==> config.mk <==
export PLATFORM = sky130hd
export DESIGN_NAME = mem_port_arbiter
export DESIGN_NICKNAME = d
export VERILOG_FILES = /design/src/rtl/mem_arb_pkg.sv /design/src/rtl/Mux2in16bits.sv /design/src/rtl/mem_port_arbiter.sv
export SDC_FILE = /design/constraint.sdc
export NUM_CORES = 1
export LEC_CHECK = 0
export ABC_CLOCK_PERIOD_IN_PS = 2960
export CAP_MARGIN = 20
export CORE_MARGIN = 1
export CORE_UTILIZATION = 33
export CTS_BUF_LIST = sky130_fd_sc_hd__clkbuf_2 sky130_fd_sc_hd__clkbuf_4 sky130_fd_sc_hd__clkbuf_8
export DETAILED_ROUTE_END_ITERATION = 8
export GPL_TIMING_DRIVEN = 0
export PLACE_DENSITY_LB_ADDON = 0.15
export SLEW_MARGIN = 20
export SYNTH_ARGS = -nofsm -noshare
export SYNTH_HDL_FRONTEND = slang
export SYNTH_SLANG_ARGS = --single-unit
==> constraint.sdc <==
create_clock -name clk -period 2.96 [get_ports clk]
set_input_delay 0.888 -clock clk [delete_from_list [all_inputs] [get_ports clk]]
set_output_delay 0.888 -clock clk [all_outputs]
set_load 0.01 [all_outputs]
==> src/rtl/mem_arb_pkg.sv <==
// Shared types and default sizes for the two-port memory arbiter.
package mem_arb_pkg;

  localparam int DEF_DATA_W  = 16;
  localparam int DEF_ADDR_W  = 16;
  localparam int DEF_TIMEOUT = 15;

  typedef enum logic {
    ST_IDLE = 1'b0,
    ST_BUSY = 1'b1
  } state_e;

endpackage

==> src/rtl/Mux2in16bits.sv <==
// Plain 2:1 word mux used to steer the winner's address and write data to memory.
module Mux2in16bits #(
  parameter int W = 16
) (
  input  logic [W-1:0] in0,
  input  logic [W-1:0] in1,
  input  logic         sel,
  output logic [W-1:0] out_y
);

  assign out_y = sel ? in1 : in0;

endmodule

==> src/rtl/mem_port_arbiter.sv <==
// Round-robin arbiter sharing one memory port between fetch (0) and load/store (1).
// Optional bounded-wait abort is enabled with the MEM_ARB_TIMEOUT_EN macro.
module mem_port_arbiter
  import mem_arb_pkg::*;
#(
  parameter int DATA_W = DEF_DATA_W,
  parameter int ADDR_W = DEF_ADDR_W
`ifdef MEM_ARB_TIMEOUT_EN
  , parameter int TIMEOUT = DEF_TIMEOUT
`endif
) (
  input  logic              clk,
  input  logic              rst_n,
  input  logic              req0,
  input  logic              req1,
  input  logic [ADDR_W-1:0] addr0,
  input  logic [ADDR_W-1:0] addr1,
  input  logic [DATA_W-1:0] wdata0,
  input  logic [DATA_W-1:0] wdata1,
  input  logic              we0,
  input  logic              we1,
  output logic              gnt0,
  output logic              gnt1,
  output logic              done0,
  output logic              done1,
  output logic [DATA_W-1:0] rdata,
  output logic              err,
  output logic              mem_en,
  output logic              mem_we,
  output logic [ADDR_W-1:0] mem_addr,
  output logic [DATA_W-1:0] mem_wdata,
  input  logic [DATA_W-1:0] mem_rdata,
  input  logic              mem_ready,
  output state_e            dbg_state
);

  // Handshake: a requester holds req (and its fields) until its one-cycle done;
  // the memory sees mem_en for the whole access and ends it with mem_ready.

  state_e            state_q, state_d;
  logic              sel_q, sel_d;
  logic              last_q, last_d;
  logic              done0_q, done0_d;
  logic              done1_q, done1_d;
  logic [DATA_W-1:0] rdata_q, rdata_d;
  logic              busy, elig0, elig1, we_sel, finish;

`ifdef MEM_ARB_TIMEOUT_EN
  localparam int CNT_W = $clog2(TIMEOUT + 1);
  localparam logic [CNT_W-1:0] CNT_LAST = CNT_W'(TIMEOUT - 1);
  logic [CNT_W-1:0] cnt_q, cnt_d;
  logic             err_q, err_d;
`endif

  assign busy = (state_q == ST_BUSY);
  // A req still high during its own done cycle belongs to the finished access.
  assign elig0  = req0 & ~done0_q;
  assign elig1  = req1 & ~done1_q;
  assign we_sel = sel_q ? we1 : we0;

  Mux2in16bits #(.W(ADDR_W)) u_addr_mux (
    .in0   (addr0),
    .in1   (addr1),
    .sel   (sel_q),
    .out_y (mem_addr)
  );

  Mux2in16bits #(.W(DATA_W)) u_wdata_mux (
    .in0   (wdata0),
    .in1   (wdata1),
    .sel   (sel_q),
    .out_y (mem_wdata)
  );

  always_comb begin
    state_d = state_q;
    sel_d   = sel_q;
    last_d  = last_q;
    rdata_d = rdata_q;
    done0_d = 1'b0;
    done1_d = 1'b0;
    finish  = 1'b0;
`ifdef MEM_ARB_TIMEOUT_EN
    cnt_d   = cnt_q;
    err_d   = 1'b0;
`endif
    case (state_q)
      ST_IDLE: begin
        if (elig0 || elig1) begin
          sel_d   = (elig0 && elig1) ? ~last_q : elig1;
          state_d = ST_BUSY;
`ifdef MEM_ARB_TIMEOUT_EN
          cnt_d   = '0;
`endif
        end
      end
      ST_BUSY: begin
        if (mem_ready) begin
          finish  = 1'b1;
          rdata_d = we_sel ? '0 : mem_rdata;
        end
`ifdef MEM_ARB_TIMEOUT_EN
        else if (cnt_q == CNT_LAST) begin
          finish  = 1'b1;
          err_d   = 1'b1;
          rdata_d = '0;
        end else begin
          cnt_d = cnt_q + 1'b1;
        end
`endif
        if (finish) begin
          done0_d = ~sel_q;
          done1_d = sel_q;
          last_d  = sel_q;
          state_d = ST_IDLE;
        end
      end
      default: state_d = ST_IDLE;
    endcase
  end

  always_ff @(posedge clk or negedge rst_n) begin
    if (!rst_n) begin
      state_q <= ST_IDLE;
      sel_q   <= 1'b0;
      last_q  <= 1'b1;
      rdata_q <= '0;
      done0_q <= 1'b0;
      done1_q <= 1'b0;
`ifdef MEM_ARB_TIMEOUT_EN
      cnt_q   <= '0;
      err_q   <= 1'b0;
`endif
    end else begin
      state_q <= state_d;
      sel_q   <= sel_d;
      last_q  <= last_d;
      rdata_q <= rdata_d;
      done0_q <= done0_d;
      done1_q <= done1_d;
`ifdef MEM_ARB_TIMEOUT_EN
      cnt_q   <= cnt_d;
      err_q   <= err_d;
`endif
    end
  end

  assign gnt0      = busy & ~sel_q;
  assign gnt1      = busy & sel_q;
  assign mem_en    = busy;
  assign mem_we    = busy & we_sel;
  assign done0     = done0_q;
  assign done1     = done1_q;
  assign rdata     = rdata_q;
  assign dbg_state = state_q;
`ifdef MEM_ARB_TIMEOUT_EN
  assign err = err_q;
`else
  assign err = 1'b0;
`endif

endmodule

==> flow_metrics.py <==
metrics = {
    "routing": {
        "num_vias": 1496,
        "drc_errors": 0,
        "wl_per_cell_um": 16.5,
        "wirelength_mm": 5.15,
        "dr.pass1.iters": 4,
        "drtAntennaViolNets": 0,
        "drt_iter0_drc": 22,
        "vias_per_cell": 4.79,
    },
    "cts": {
        "cts.sinks": 21,
        "cts_hold_buf": 0,
        "clock_latency_ns": 0.27,
        "clkTransAtPathRegs_ns": 0.08,
        "cts_tree": "yes",
        "clockRootBuffer": "clkbuf_8",
        "cts_max_level": 1,
        "cts_buffer_depth": 2,
        "cts_made_buffers": 3,
    },
    "cells_and_area": {
        "fillers": 324,
        "fin_cells": 312,
        "antenna_cells": 0,
        "drive_gt1_share_pct": 24.6,
        "multiInputGateArea_um2": 860,
        "register_area_um2": 527,
        "syn_to_final_growth_pct": 104,
        "final_nets": 348,
    },
    "min_path": {
        "hp-class": "reg -> reg",
        "hp-start": "rdata[7]$_DFFE_PN0P_",
        "holdPathStages": 1,
        "worstHoldEndpoint": "rdata[7]$_DFFE_PN0P_",
    },
    "run_status": {
        "status": "complete, no violations",
    },
    "power_and_ir_drop": {
        "vdd_ir_drop_max_v": 0.000346,
        "power.density_mw_per_mm2": 668,
        "p_leak_nw": 1.33,
    },
    "grt": {
        "grt_max_degree": 22,
        "grt_overflow": 0,
        "groute.layer.met3.usage_pct": 5.09,
        "grtUsageMet1_pct": 25.6,
        "grt_busiest_layer": "met2",
        "antenna_found_initial": 0,
        "grt_use_met2_pct": 38.9,
        "grt_pass1_wl_mm": 8.06,
        "grt_usage_pct": 21.5,
        "grt_pass1_vias": 1548,
    },
    "critical_path": {
        "cpPeakStageDelay_ns": 0.49,
        "r2r_start": "sel_q$_DFFE_PN0P_",
        "r2r-end": "rdata[1]$_DFFE_PN0P_",
        "path_buf_inv": 2,
        "endpoint_kind": "primary output",
        "cp_cell_sequence": "clkdlybuf4s50_1 > mux2_4 > clkdlybuf4s50_1",
        "crit_fanout": 1,
        "cp_common_cell": "clkdlybuf4s50_1",
        "crit_type": "in -> out",
        "cp-start-kind": "input port",
        "arrival_ns": 2.06,
        "path_delay_family": "buffers and inverters",
        "cp.required_ns": 2.07,
        "reg2reg_depth": 4,
        "r2r_slack_ns": 1.72,
        "cp_slowest_cell": "clkdlybuf4s50_1",
    },
    "sta": {
        "relSlewSlack_pct": 40.3,
        "setup_violations": 0,
        "hold_viol_final": 0,
        "fin_crit_sh_pct": 99.7,
        "max_freq_mhz": 339,
        "period_needed_ns": 2.95,
        "fin_skew_ns": 0.00479,
        "slew_viol_final": 0,
        "finalSetupTns_ns": 0,
        "tightestPinTransition_ns": 0.893,
    },
    "floorplan": {
        "die_w_um": 69.3,
        "pin_count": 143,
        "initial_core_util_pct": 34.3,
        "die-area_mm2": 0.00480,
        "die_h_um": 69.3,
        "rows": 24,
        "core_region_area_mm2": 0.00435,
    },
    "synth": {
        "yosys.area.top_type": "dfrtp_1",
        "syn_inst": 113,
        "synth_nets": 200,
        "synth_top_area_share_pct": 33.5,
        "synth_cell_type_count": 24,
        "syn_area_mm2": 0.00150,
        "ys_ff_latch": 21,
        "synth-seq-area-share_pct": 35.2,
        "yosysWarnings": 0,
        "avgSynthCellArea_um2": 13.2,
        "netlist_top_cells_area": "dfrtp_1, mux2_4, o2bb2ai_2",
    },
    "placed_design": {
        "gp_congestion": 0.749,
        "dp_hpwl_mm": 4.16,
        "io_buffers": 140,
        "dp.cells": 305,
    },
    "flow_run": {
        "maxCapViolations": 0,
    },
}
how the worst max path moves through the flow:
stage | start | end | slack [ns] | cells past startpoint
3_5_place_dp | we0 | mem_we | -0.20 | 4
3_3_place_gp | we0 | mem_we | -0.18 | 4
6_report | wdata0[4] | mem_wdata[4] | 0.009 | 3
4_1_cts | addr0[11] | mem_addr[11] | 0.0005 | 3
5_1_grt | we0 | mem_we | -0.001 | 4
2_1_floorplan | we0 | mem_we | 0.69 | 2
placed cells by master, fill, tap and decap left out, types with 2 or more instances in the layout:
cell and instances:
and2_1 2, buf_2 3, buf_4 7, buf_6 4, clkbuf_8 3, clkdlybuf4s50_1 133
dfrtp_1 20, dlymetal6s2s_1 6, mux2_2 6, mux2_4 27, nand3_1 16, nor2_1 2
nor2b_1 2, o2bb2ai_1 6, o2bb2ai_2 9
layout make-up:
class,count,share of cell area (%)
multi-input combinational,79,28.2
tap,52,2.14
clock inverter,1,0.246
inverter,1,0.123
clock buffer,3,1.36
sequential,21,17.3
timing repair buffer,143,47.2
buffer,12,3.45
registers in the layout (all words and copies together), names as in the netlist:
register   count
last_q         1
rdata         16
done0          1
dbg_state      1
sel_q          1
done1          1
power by group:
part           internal, mW  switching (mW)
clock network        0.0953           0.102
registers             0.377          0.0686
logic                 0.882           0.511
cells by family (layout without fill, tap and decap cells):
group,Yosys count,count (layout),share of synthesized area (%)
buf+inv,13,160,7.28
flops,21,21,35.2
other cells,1,1,0.251
simple gates,26,26,9.46
mux,33,33,31.6
compound gates,19,19,16.2
layer usage:
metal / vias to the layer above / routed length (um) / part of all wire [%]
met5: - / 0 / 0
met4: 0 / 57 / 1.1
met3: 5 / 345 / 6.7
met2: 73 / 2610 / 51
met1: 707 / 2140 / 42
li1: 711 / - / -
through the flow:
step / util, % / hold WS (ns) / setup WS [ns] / area [um2] / power, mW
after floorplan: - / 0.494 / 0.693 / 1500 / 1.19
after global placement: 68.0 / 0.474 / -0.182 / 2960 / 1.83
after detailed placement: 68.0 / 0.480 / -0.204 / 2960 / 1.84
after CTS: 69.1 / 0.498 / 0.000470 / 3010 / 2.04
after global routing: 70.0 / 0.523 / -0.00131 / 3050 / 2.14
final: 70.0 / 0.496 / 0.00862 / 3050 / 2.04
Yosys cell counts:
| cell | count |
|---|---|
| o2bb2ai_2 | 9 |
| o2bb2ai_4 | 1 |
| nor2_1 | 2 |
| buf_4 | 4 |
| nand2_2 | 1 |
| dfstp_2 | 1 |
| a21o_1 | 1 |
| mux2_2 | 6 |
| o2bb2ai_1 | 6 |
| nand3b_1 | 1 |
| buf_6 | 4 |
| mux2_4 | 27 |
| and2_1 | 2 |
| and3_1 | 1 |
| nor2b_1 | 2 |
| inv_1 | 1 |
| a32o_1 | 1 |
| or3b_1 | 1 |
| buf_2 | 3 |
| dfrtp_1 | 20 |
| nand3_1 | 16 |
| conb_1 | 1 |
| o31a_1 | 1 |
| buf_8 | 1 |
what timing repair did:
item / in CTS / in global routing
endpoints found under the setup margin: 1 / 7
resized for setup: 1 / 6
setup buffers: 0 / 3
cloned: 0 / 0
(Power assumes the default switching activity.)
